===== config.mk =====
export PLATFORM = sky130hd
export DESIGN_NAME = d_alu
export DESIGN_NICKNAME = d
export VERILOG_FILES = /design/src/rtl/d_alu.sv
export SDC_FILE = /design/constraint.sdc
export NUM_CORES = 1
export LEC_CHECK = 0
export CAP_MARGIN = 20
export CORE_ASPECT_RATIO = 1.75
export CORE_MARGIN = 1
export CORE_UTILIZATION = 30
export CTS_CLUSTER_DIAMETER = 120
export DETAILED_ROUTE_END_ITERATION = 10
export PLACE_DENSITY_LB_ADDON = 0.2
export SYNTH_ARGS = -nofsm -noshare
export SYNTH_HDL_FRONTEND = slang
export SYNTH_SLANG_ARGS = --single-unit

===== constraint.sdc =====
create_clock -name clk -period 2.15 [get_ports clk]
set_input_delay 0.645 -clock clk [delete_from_list [all_inputs] [get_ports clk]]
set_output_delay 0.645 -clock clk [all_outputs]
set_load 0.05 [all_outputs]

===== src/rtl/d_alu.sv =====
// d_alu: 8-bit registered ALU with carry and zero status.
// Result and carry are registered one cycle after op/A/B are sampled.
// ZERO is decoded from the registered result.
// Optional feature: define DALU_SHR_EN to add logical shift-right on op 8.
// Without DALU_SHR_EN, op 8 returns 0 like the other undefined ops.
module d_alu (
  input  logic       clk,
  input  logic       rst,
  input  logic [7:0] A,
  input  logic [7:0] B,
  input  logic [3:0] op,
  output logic [7:0] out,
  output logic [1:0] flags
);

  localparam int unsigned DATA_W = 8;
  localparam int unsigned OP_W   = 4;

  localparam logic [OP_W-1:0] OP_OR   = OP_W'(1);
  localparam logic [OP_W-1:0] OP_AND  = OP_W'(2);
  localparam logic [OP_W-1:0] OP_XOR  = OP_W'(3);
  localparam logic [OP_W-1:0] OP_NOT  = OP_W'(4);
  localparam logic [OP_W-1:0] OP_ADD  = OP_W'(5);
  localparam logic [OP_W-1:0] OP_SHL  = OP_W'(6);
  localparam logic [OP_W-1:0] OP_PASS = OP_W'(7);
`ifdef DALU_SHR_EN
  localparam logic [OP_W-1:0] OP_SHR  = OP_W'(8);
`endif

  logic [DATA_W-1:0] result_c;
  logic              carry_c;
  logic [DATA_W:0]   sum_c;
  logic              carry_q;

  // Unsigned 9-bit sum; bit 8 is the ADD carry.
  assign sum_c = (DATA_W+1)'(A) + (DATA_W+1)'(B);

  // Decode op into the next result and carry; undefined ops give 0/0.
  always_comb begin
    result_c = '0;
    carry_c  = 1'b0;
    case (op)
      OP_OR:   result_c = A | B;
      OP_AND:  result_c = A & B;
      OP_XOR:  result_c = A ^ B;
      OP_NOT:  result_c = ~A;
      OP_ADD: begin
        result_c = sum_c[DATA_W-1:0];
        carry_c  = sum_c[DATA_W];
      end
      OP_SHL: begin
        result_c = {A[DATA_W-2:0], 1'b0};
        carry_c  = A[DATA_W-1];
      end
      OP_PASS: result_c = B;
`ifdef DALU_SHR_EN
      OP_SHR: begin
        result_c = {1'b0, A[DATA_W-1:1]};
        carry_c  = A[0];
      end
`endif
      default: begin
        result_c = '0;
        carry_c  = 1'b0;
      end
    endcase
  end

  // Result and carry registers; synchronous reset wins over any op.
  always_ff @(posedge clk) begin
    if (rst) begin
      out     <= '0;
      carry_q <= 1'b0;
    end else begin
      out     <= result_c;
      carry_q <= carry_c;
    end
  end

  // ZERO is the inverse of an any-bit-set reduction of the registered result.
  assign flags = {carry_q, ~(|out)};

endmodule


Word level (Yosys, flattened, before mapping)
Cells that the tools add are included.

Flip-flop bits (word level): 9. Logic and storage cells: 18. Output and inout port bits: 10.

$add $sub $neg: 1. Multiplexer cells: 2. Bitwise operators: 5. Equal/unequal tests: 7. Reduce and logical (&&, ||, !) cells: 1.

Operator list (count): $pmux 8 s7 (1); $eq 4x3->1 const B (4); $add 8x8->9 (1); $and 8x8->8 (1); $eq 4x2->1 const B (2); $not 8->8 (1); $or 8x8->8 (1); $reduce_or 8->1 (1); $xor 8x8->8 (1); $eq 4x1->1 const B (1); $pmux 1 s2 (1); $not 1->1 (1).

Logic depth before layout (Yosys ltp)
Gate-level depths: netlist of the first run.

Depth in word-level cells: 2. Mapped depth: 6.

Worst setup path before layout of the first run
Ideal clock, no wire load.

Path kind: reg-to-output. Start: register out[5]. End: output port flags[0]. Path buffers: 0. Data arrival time: 1.693 ns. Setup slack: -0.188 ns. Cell stages (with the launch flop): 3. Required time: 1.505 ns. Cell sequence: dfxtp_1 > or4_1 > nor2_1.

Cells in the longest elaborated chain, start to end: 2.

RTL lines: start, declared (RTL line 12) `output logic [7:0] out,`; start signal, assigned (RTL line 75) `out <= result_c;`; $reduce_or 8->1 (RTL line 81) `assign flags = {carry_q, ~(|out)};`; $not 1->1 (RTL line 81); end, declared (RTL line 13) `output logic [1:0] flags`.

Every way passes these cells.

Worst setup path in the final report of the first run
Start: input port B[5]. End: register out[6].

Cells in the longest elaborated chain, start to end: 2.

RTL lines: start, declared (RTL line 10) `input logic [7:0] B,`; $add 8x8->9 (RTL line 36) `assign sum_c = (DATA_W+1)'(A) + (DATA_W+1)'(B);`; $pmux 8 s7 (RTL line 42) `case (op)`.

Every way passes these cells. A chain may end at the register's enable or synchronous reset.

==> results.cfg, run 1 <==
[floorplan]
die_area_um2 = 4637
std_cell_rows = 31
fp.coreArea_um2 = 4150
start_util = 0.3150
die_h_um = 89.33
die_w_um = 51.91
io_pins = 32

[route]
routed_wl_um = 4230
via_per_inst = 5.138
drc = 0
vias = 1454
wl_per_cell_um = 14.95
ant_nets = 0
first_pass_iters = 4
drt-initial-drc-count = 14

[logic_synthesis]
yosysTopAreaCellShare = 0.1531
syn_area_per_cell_um2 = 8.223
synth_top_cell_by_area = ha_1
ys_dominant_reg_cell = dfxtp_1
syn_inst = 159
ys_types = 52
ys_async_sr_fraction = 0
yosys_warnings = 0
yosysSeqAreaShare = 0.1378
synth_fp_nets = 198
synthTopCellsByArea = ha_1, dfxtp_1, mux2_2
synth_edf_count = 0
syn_area_um2 = 1308
ys_seq_elements = 9

[critical_path]
worst-path-max-fanout = 3
startpoint = B[5]
cp-endpoint = out[6]$_SDFF_PP0_
slowest_delay_ns = 0.50
cp_num_buf_inv = 3
crit_path_start_kind = input pin
cp.depth = 7
path_cells = clkdlybuf4s50_1, inv_1, ha_4, or2_2, buf_4, and3_1, o31ai_1
required_ns = 2.29
critPathKind = in2reg
crit_family = buffers and inverters
cp_slowest_cell = clkdlybuf4s50_1
crit_arrival_ns = 2.24
cp-end-kind = flip-flop

[sta]
post-route-min-period_ns = 2.103
report.final.slew_viol_count = 0
worst_pin_slew_ns = 0.5073
fmax_mhz = 475.5
tns_ns = 0
slew_headroom = 0.6608
whs_ns = 1.049
hold_viol = 0
worst_slack_ns = 0.04683
setup_viol = 0
finalCritPeriodShare = 0.9782

[final_layout]
drive_gt1_frac = 0.4017
layout.cells.non_filler = 283
area_growth_pct = 62.68
fin_nets = 274
fin_area_um2 = 2127
final_cell_mix = buf_4, clkdlybuf4s50_1, inv_1, a21oi_1, dfxtp_1
antenna_cells = 0
fillCellCount = 409
final_common_cell = buf_4

[power]
p_per_area_nw_per_um2 = 387.3
sequentialPowerShare = 0.219
p_int_mw = 0.5385
power.net_switching_mw = 0.2854
ir_drop_uv = 334.9
switching_share = 0.3464
clockPowerShare = 0.232
p_comb_frac = 0.549
power_leakage_nw = 1.001

[min_path]
hold_class = in2reg

[global_routing]
grt-ovfl-total = 0
grt_start_max_net_pins = 15
antenna_found_initial = 0
track_usage = 0.1941
grt_pass1_vias = 1495
grt_pass1_wl_um = 6768

[placed_design]
placed_area_um2 = 1963
placed_cells_incl_taps = 276
dp_slack_ns = -0.4826
port_buffers = 31
gp_congestion = 0.9117
dp_hpwl_um = 3428

[clock_network]
cts.path.max_buffers = 2
numCtsBuffers = 3
ctsRootBufferMaster = clkbuf_8
cts_tree = yes
clk_pin_slew_ns = 0.04
htreeDepth = 1
cts_sinks = 9

[run]
cap_violations = 0

[status]
status = completed
## repair_timing
action,CTS,global route
setup buffers,0,3
gates resized for setup,18,22
pin swaps,10,9
hold buffers,0,0
endpoints found under the setup margin,8,5
cloned,0,0
## cells by family (layout without fill, tap and decap cells)
kind of cell	count (synthesis)	in the layout	synth area share
XOR/XNOR	2	2	0.01340
flip-flops	9	9	0.1378
AO/OA/AOI/OAI	53	53	0.2909
multiplexers	10	10	0.09665
buffers and inverters	29	104	0.1167
AND/OR/NAND/NOR	39	39	0.1761
adder cells (fa/ha/maj)	17	17	0.1684
## synthesized netlist by cell type, drive strengths merged, types with 2 or more instances
| cell type | n |
|---|---|
| nand4 | 2 |
| a21oi | 12 |
| nor2b | 3 |
| a211oi | 3 |
| and3b | 3 |
| o31ai | 3 |
| o21ai | 8 |
| nor3 | 4 |
| nand3 | 3 |
| ha | 16 |
| inv | 19 |
| nor2 | 6 |
| dfxtp | 9 |
| a2111o | 2 |
| o211ai | 4 |
| a211o | 5 |
| buf | 10 |
| a21o | 3 |
| nand2b | 3 |
| a221oi | 3 |
| mux2 | 8 |
| nand2 | 4 |
| and3 | 3 |
| or4 | 2 |
## worst min-delay path by stage
stage,start,endpoint,cells past startpoint
floorplan,op[0],out[1]$_SDFF_PP0_,2
global placement,out[7]$_SDFF_PP0_,flags[0],3
detailed placement,out[7]$_SDFF_PP0_,flags[0],3
CTS,A[0],out[0]$_SDFF_PP0_,5
global route,B[2],out[2]$_SDFF_PP0_,5
finish,A[3],out[3]$_SDFF_PP0_,5
## metrics by stage
step	utilization	power, mW
finish	0.5125	0.8239
global route	0.5125	0.8778
CTS	0.4983	0.8189
detailed placement	0.4730	0.6072
global placement	0.4730	0.5991
floorplan	-	0.4115
## state kept, by name, indices dropped and copies added (netlist names)
signal   flops
carry_q      1
out          8
## cell type report
type | instances | area [um2] | area share
clock buffer | 4 | 45.04 | 0.02118
tap | 49 | 61.31 | 0.02882
sequential | 9 | 180.2 | 0.08471
inverter | 19 | 71.32 | 0.03353
timing repair buffer | 81 | 696.9 | 0.3276
multi-input combinational | 121 | 1072 | 0.5041
## routing by layer
layer,GRT usage,routed length (um),vias up,part of all wire
li1,-,-,739,-
met1,0.1828,1560,684,0.37
met2,0.4172,2539,25,0.60
met3,0.006803,70,6,0.017
met4,0.06143,60,0,0.014
met5,0,0,-,0
## power groups by stage
| stage | logic (mW) | clock network (mW) | registers [mW] |
|---|---|---|---|
| after floorplan | 0.199 | 0 | 0.213 |
| after global placement | 0.416 | 0 | 0.183 |
| after detailed placement | 0.424 | 0 | 0.183 |
| after CTS | 0.441 | 0.198 | 0.181 |
| after global routing | 0.487 | 0.210 | 0.181 |
| final | 0.452 | 0.191 | 0.180 |
(Power assumes the default switching activity.)
==> run 2: changes to the inputs <==
--- a/config.mk
+++ b/config.mk
@@ -8,7 +8,7 @@
 export CAP_MARGIN = 20
 export CORE_ASPECT_RATIO = 1.75
 export CORE_MARGIN = 1
-export CORE_UTILIZATION = 30
+export CORE_UTILIZATION = 50
 export CTS_CLUSTER_DIAMETER = 120
 export DETAILED_ROUTE_END_ITERATION = 10
 export PLACE_DENSITY_LB_ADDON = 0.2
==> constraint.sdc (replaced) <==
create_clock -name clk -period 2.35 [get_ports clk]
set_input_delay 0.705 -clock clk [delete_from_list [all_inputs] [get_ports clk]]
set_output_delay 0.705 -clock clk [all_outputs]
set_load 0.05 [all_outputs]
==> run 2 against run 1 <==
  * Sequential cell count did not move
  * Clock power is 6% lower
  * Sequential power down 8%
  * Via count grew 3.0%
  * Final area fell by 5.9%
  * Count of clock-buffer cells in the layout unchanged
  * Global-route usage rose by 11 points
  * First-iteration DRC count grew to 2.8 times the previous value
  * Hold slack better by 0.041 ns
  * Die area shrank 39%
  * Largest cell class unchanged
  * Highest routed layer unchanged
==> results.cfg, run 2 (synthesis gave the netlist of run 1 again) <==
[critical_path]
crit_family = buffers and inverters
cp-end-kind = flip-flop
worst-path-max-fanout = 5
crit_arrival_ns = 2.42
cpMostUsedCell = o211ai_1
critPathKind = in2reg
required_ns = 2.50
cp_num_buf_inv = 3
path_cells = clkdlybuf4s50_1, inv_1, ha_4, o211ai_1, buf_4, a2111o_1, o211ai_1
cp_slowest_cell = clkdlybuf4s50_1
crit_path_start_kind = input pin
slowest_delay_ns = 0.52

[final_layout]
fin_nets = 264
fin_area_um2 = 2002
drive_gt1_frac = 0.2991
area_growth_pct = 53.11
top_register = out
final_common_cell = buf_4
antenna_cells = 0
final_cell_mix = buf_4, clkdlybuf4s50_1, inv_1, ha_1, a21oi_1
largest_reg_flops = 8
reg_top3 = out: 8 flops, carry_q: 1 flops

[power]
ir_drop_uv = 419.4
p_total_mw = 0.7436
p_per_area_nw_per_um2 = 371.5
power_leakage_nw = 0.9374

[route]
wl_per_cell_um = 16.31
drc = 0
routed_wl_um = 4077
vias = 1497
via_per_inst = 5.988
first_pass_iters = 4
drt-initial-drc-count = 39
ant_nets = 0

[sta]
report.final.slew_viol_count = 0
post-route-min-period_ns = 2.272
hold_viol = 0
slew_headroom = 0.6495
worst_pin_slew_ns = 0.5241
setup_viol = 0
fmax_mhz = 440.1
finalCritPeriodShare = 0.9669
rsz0062_at_grt = yes

[status]
status = completed

[clock_network]
cts_tree = yes
htreeDepth = 1
postCtsHoldBufs = 0
cts.path.max_buffers = 2
cts_sinks = 9
numCtsBuffers = 3
clk_pin_slew_ns = 0.04
ctsRootBufferMaster = clkbuf_8

[floorplan]
die_area_um2 = 2832
start_util = 0.5246
die_w_um = 40.66
fp.coreArea_um2 = 2492
io_pins = 32
std_cell_rows = 24
die_h_um = 69.65

[global_routing]
grt_start_max_net_pins = 25
antenna_found_initial = 0
grt-ovfl-total = 0
grt_pass1_vias = 1506
grt_pass1_wl_um = 6203
track_usage = 0.3065

[placed_design]
gp_congestion = 0.8789
dp_hpwl_um = 3115
port_buffers = 31
placed_area_um2 = 1887

[run]
cap_violations = 0

[min_path]
hold_class = in2reg
-- run 2: cell types whose count changed in the layout (fill, tap and decap cells not counted), sizes merged --
| cell | before | now |
|---|---|---|
| buf | 51 | 41 |
| clkbuf | 6 | 4 |
| clkdlybuf4s50 | 19 | 26 |
| dlygate4sd2 | 3 | 2 |
| dlymetal6s2s | 6 | 2 |
-- run 2: final cells by class --
type | instances | area, um2
clock buffer | 4 | 45.04
fill | 184 | 490.5
inverter | 19 | 71.32
multi-input combinational | 121 | 1037
sequential | 9 | 180.2
tap | 26 | 32.53
timing repair buffer | 71 | 635.6
-- run 2: worst min-delay path, delay by kind of cell --
kind | cells | cell delay, ns
compound gates | 3 | 0.28
buf+inv | 2 | 0.28
-- run 2: final timing paths --
kind | start | end | slack (ns) | cells after the start
worst max-delay path | A[2] | out[7]$_SDFF_PP0_ | 0.08 | 7
worst min-delay path | A[0] | out[0]$_SDFF_PP0_ | 1.09 | 5
-- run 2: where the power goes --
part | leakage, nW | total [mW] | internal (mW) | switching, mW
logic | 0.841 | 0.398 | 0.202 | 0.197
registers | 0.0736 | 0.165 | 0.161 | 0.00367
clock network | 0.0228 | 0.180 | 0.118 | 0.0619
total | 0.937 | 0.744 | 0.481 | 0.262
-- run 2: layer usage --
metal	track usage	up-vias	part of all wire
met5	0	-	0
li1	-	721	-
met3	0.05769	16	0.045
met2	0.5591	56	0.56
met4	0.1444	0	0.046
met1	0.2871	704	0.35
-- run 2: timing repair --
| action | CTS | global route |
|---|---|---|
| setup buffers | 0 | 1 |
| pin swaps | 0 | 6 |
| resized for setup | 3 | 12 |
| endpoints found under the setup margin | 5 | 6 |
| gates cloned | 0 | 0 |
| endpoints found under the hold margin | 0 | 0 |
-- run 2: stage by stage --
stage | utilization | setup TNS, ns | setup slack (ns) | hold slack, ns | instances
finish | 0.8032 | 0 | 0.07784 | 1.089 | 250
global route | 0.8032 | -0.01451 | -0.01451 | 1.120 | 250
CTS | 0.7751 | 0 | 0.003013 | 1.242 | 249
detailed placement | 0.7570 | -1.930 | -0.3192 | 1.298 | 245
global placement | 0.7570 | -1.485 | -0.2638 | 1.307 | 245
floorplan | - | 0 | 0.1512 | 0.9478 | 159
==> run 3: changes to the inputs <==
--- a/config.mk
+++ b/config.mk
@@ -12,6 +12,7 @@
 export CTS_CLUSTER_DIAMETER = 120
 export DETAILED_ROUTE_END_ITERATION = 10
 export PLACE_DENSITY_LB_ADDON = 0.2
+export SLEW_MARGIN = 40
 export SYNTH_ARGS = -nofsm -noshare
 export SYNTH_HDL_FRONTEND = slang
 export SYNTH_SLANG_ARGS = --single-unit
==> results of run 3 <==
The final DEF is identical to that of run 2; final timing and power are the same.
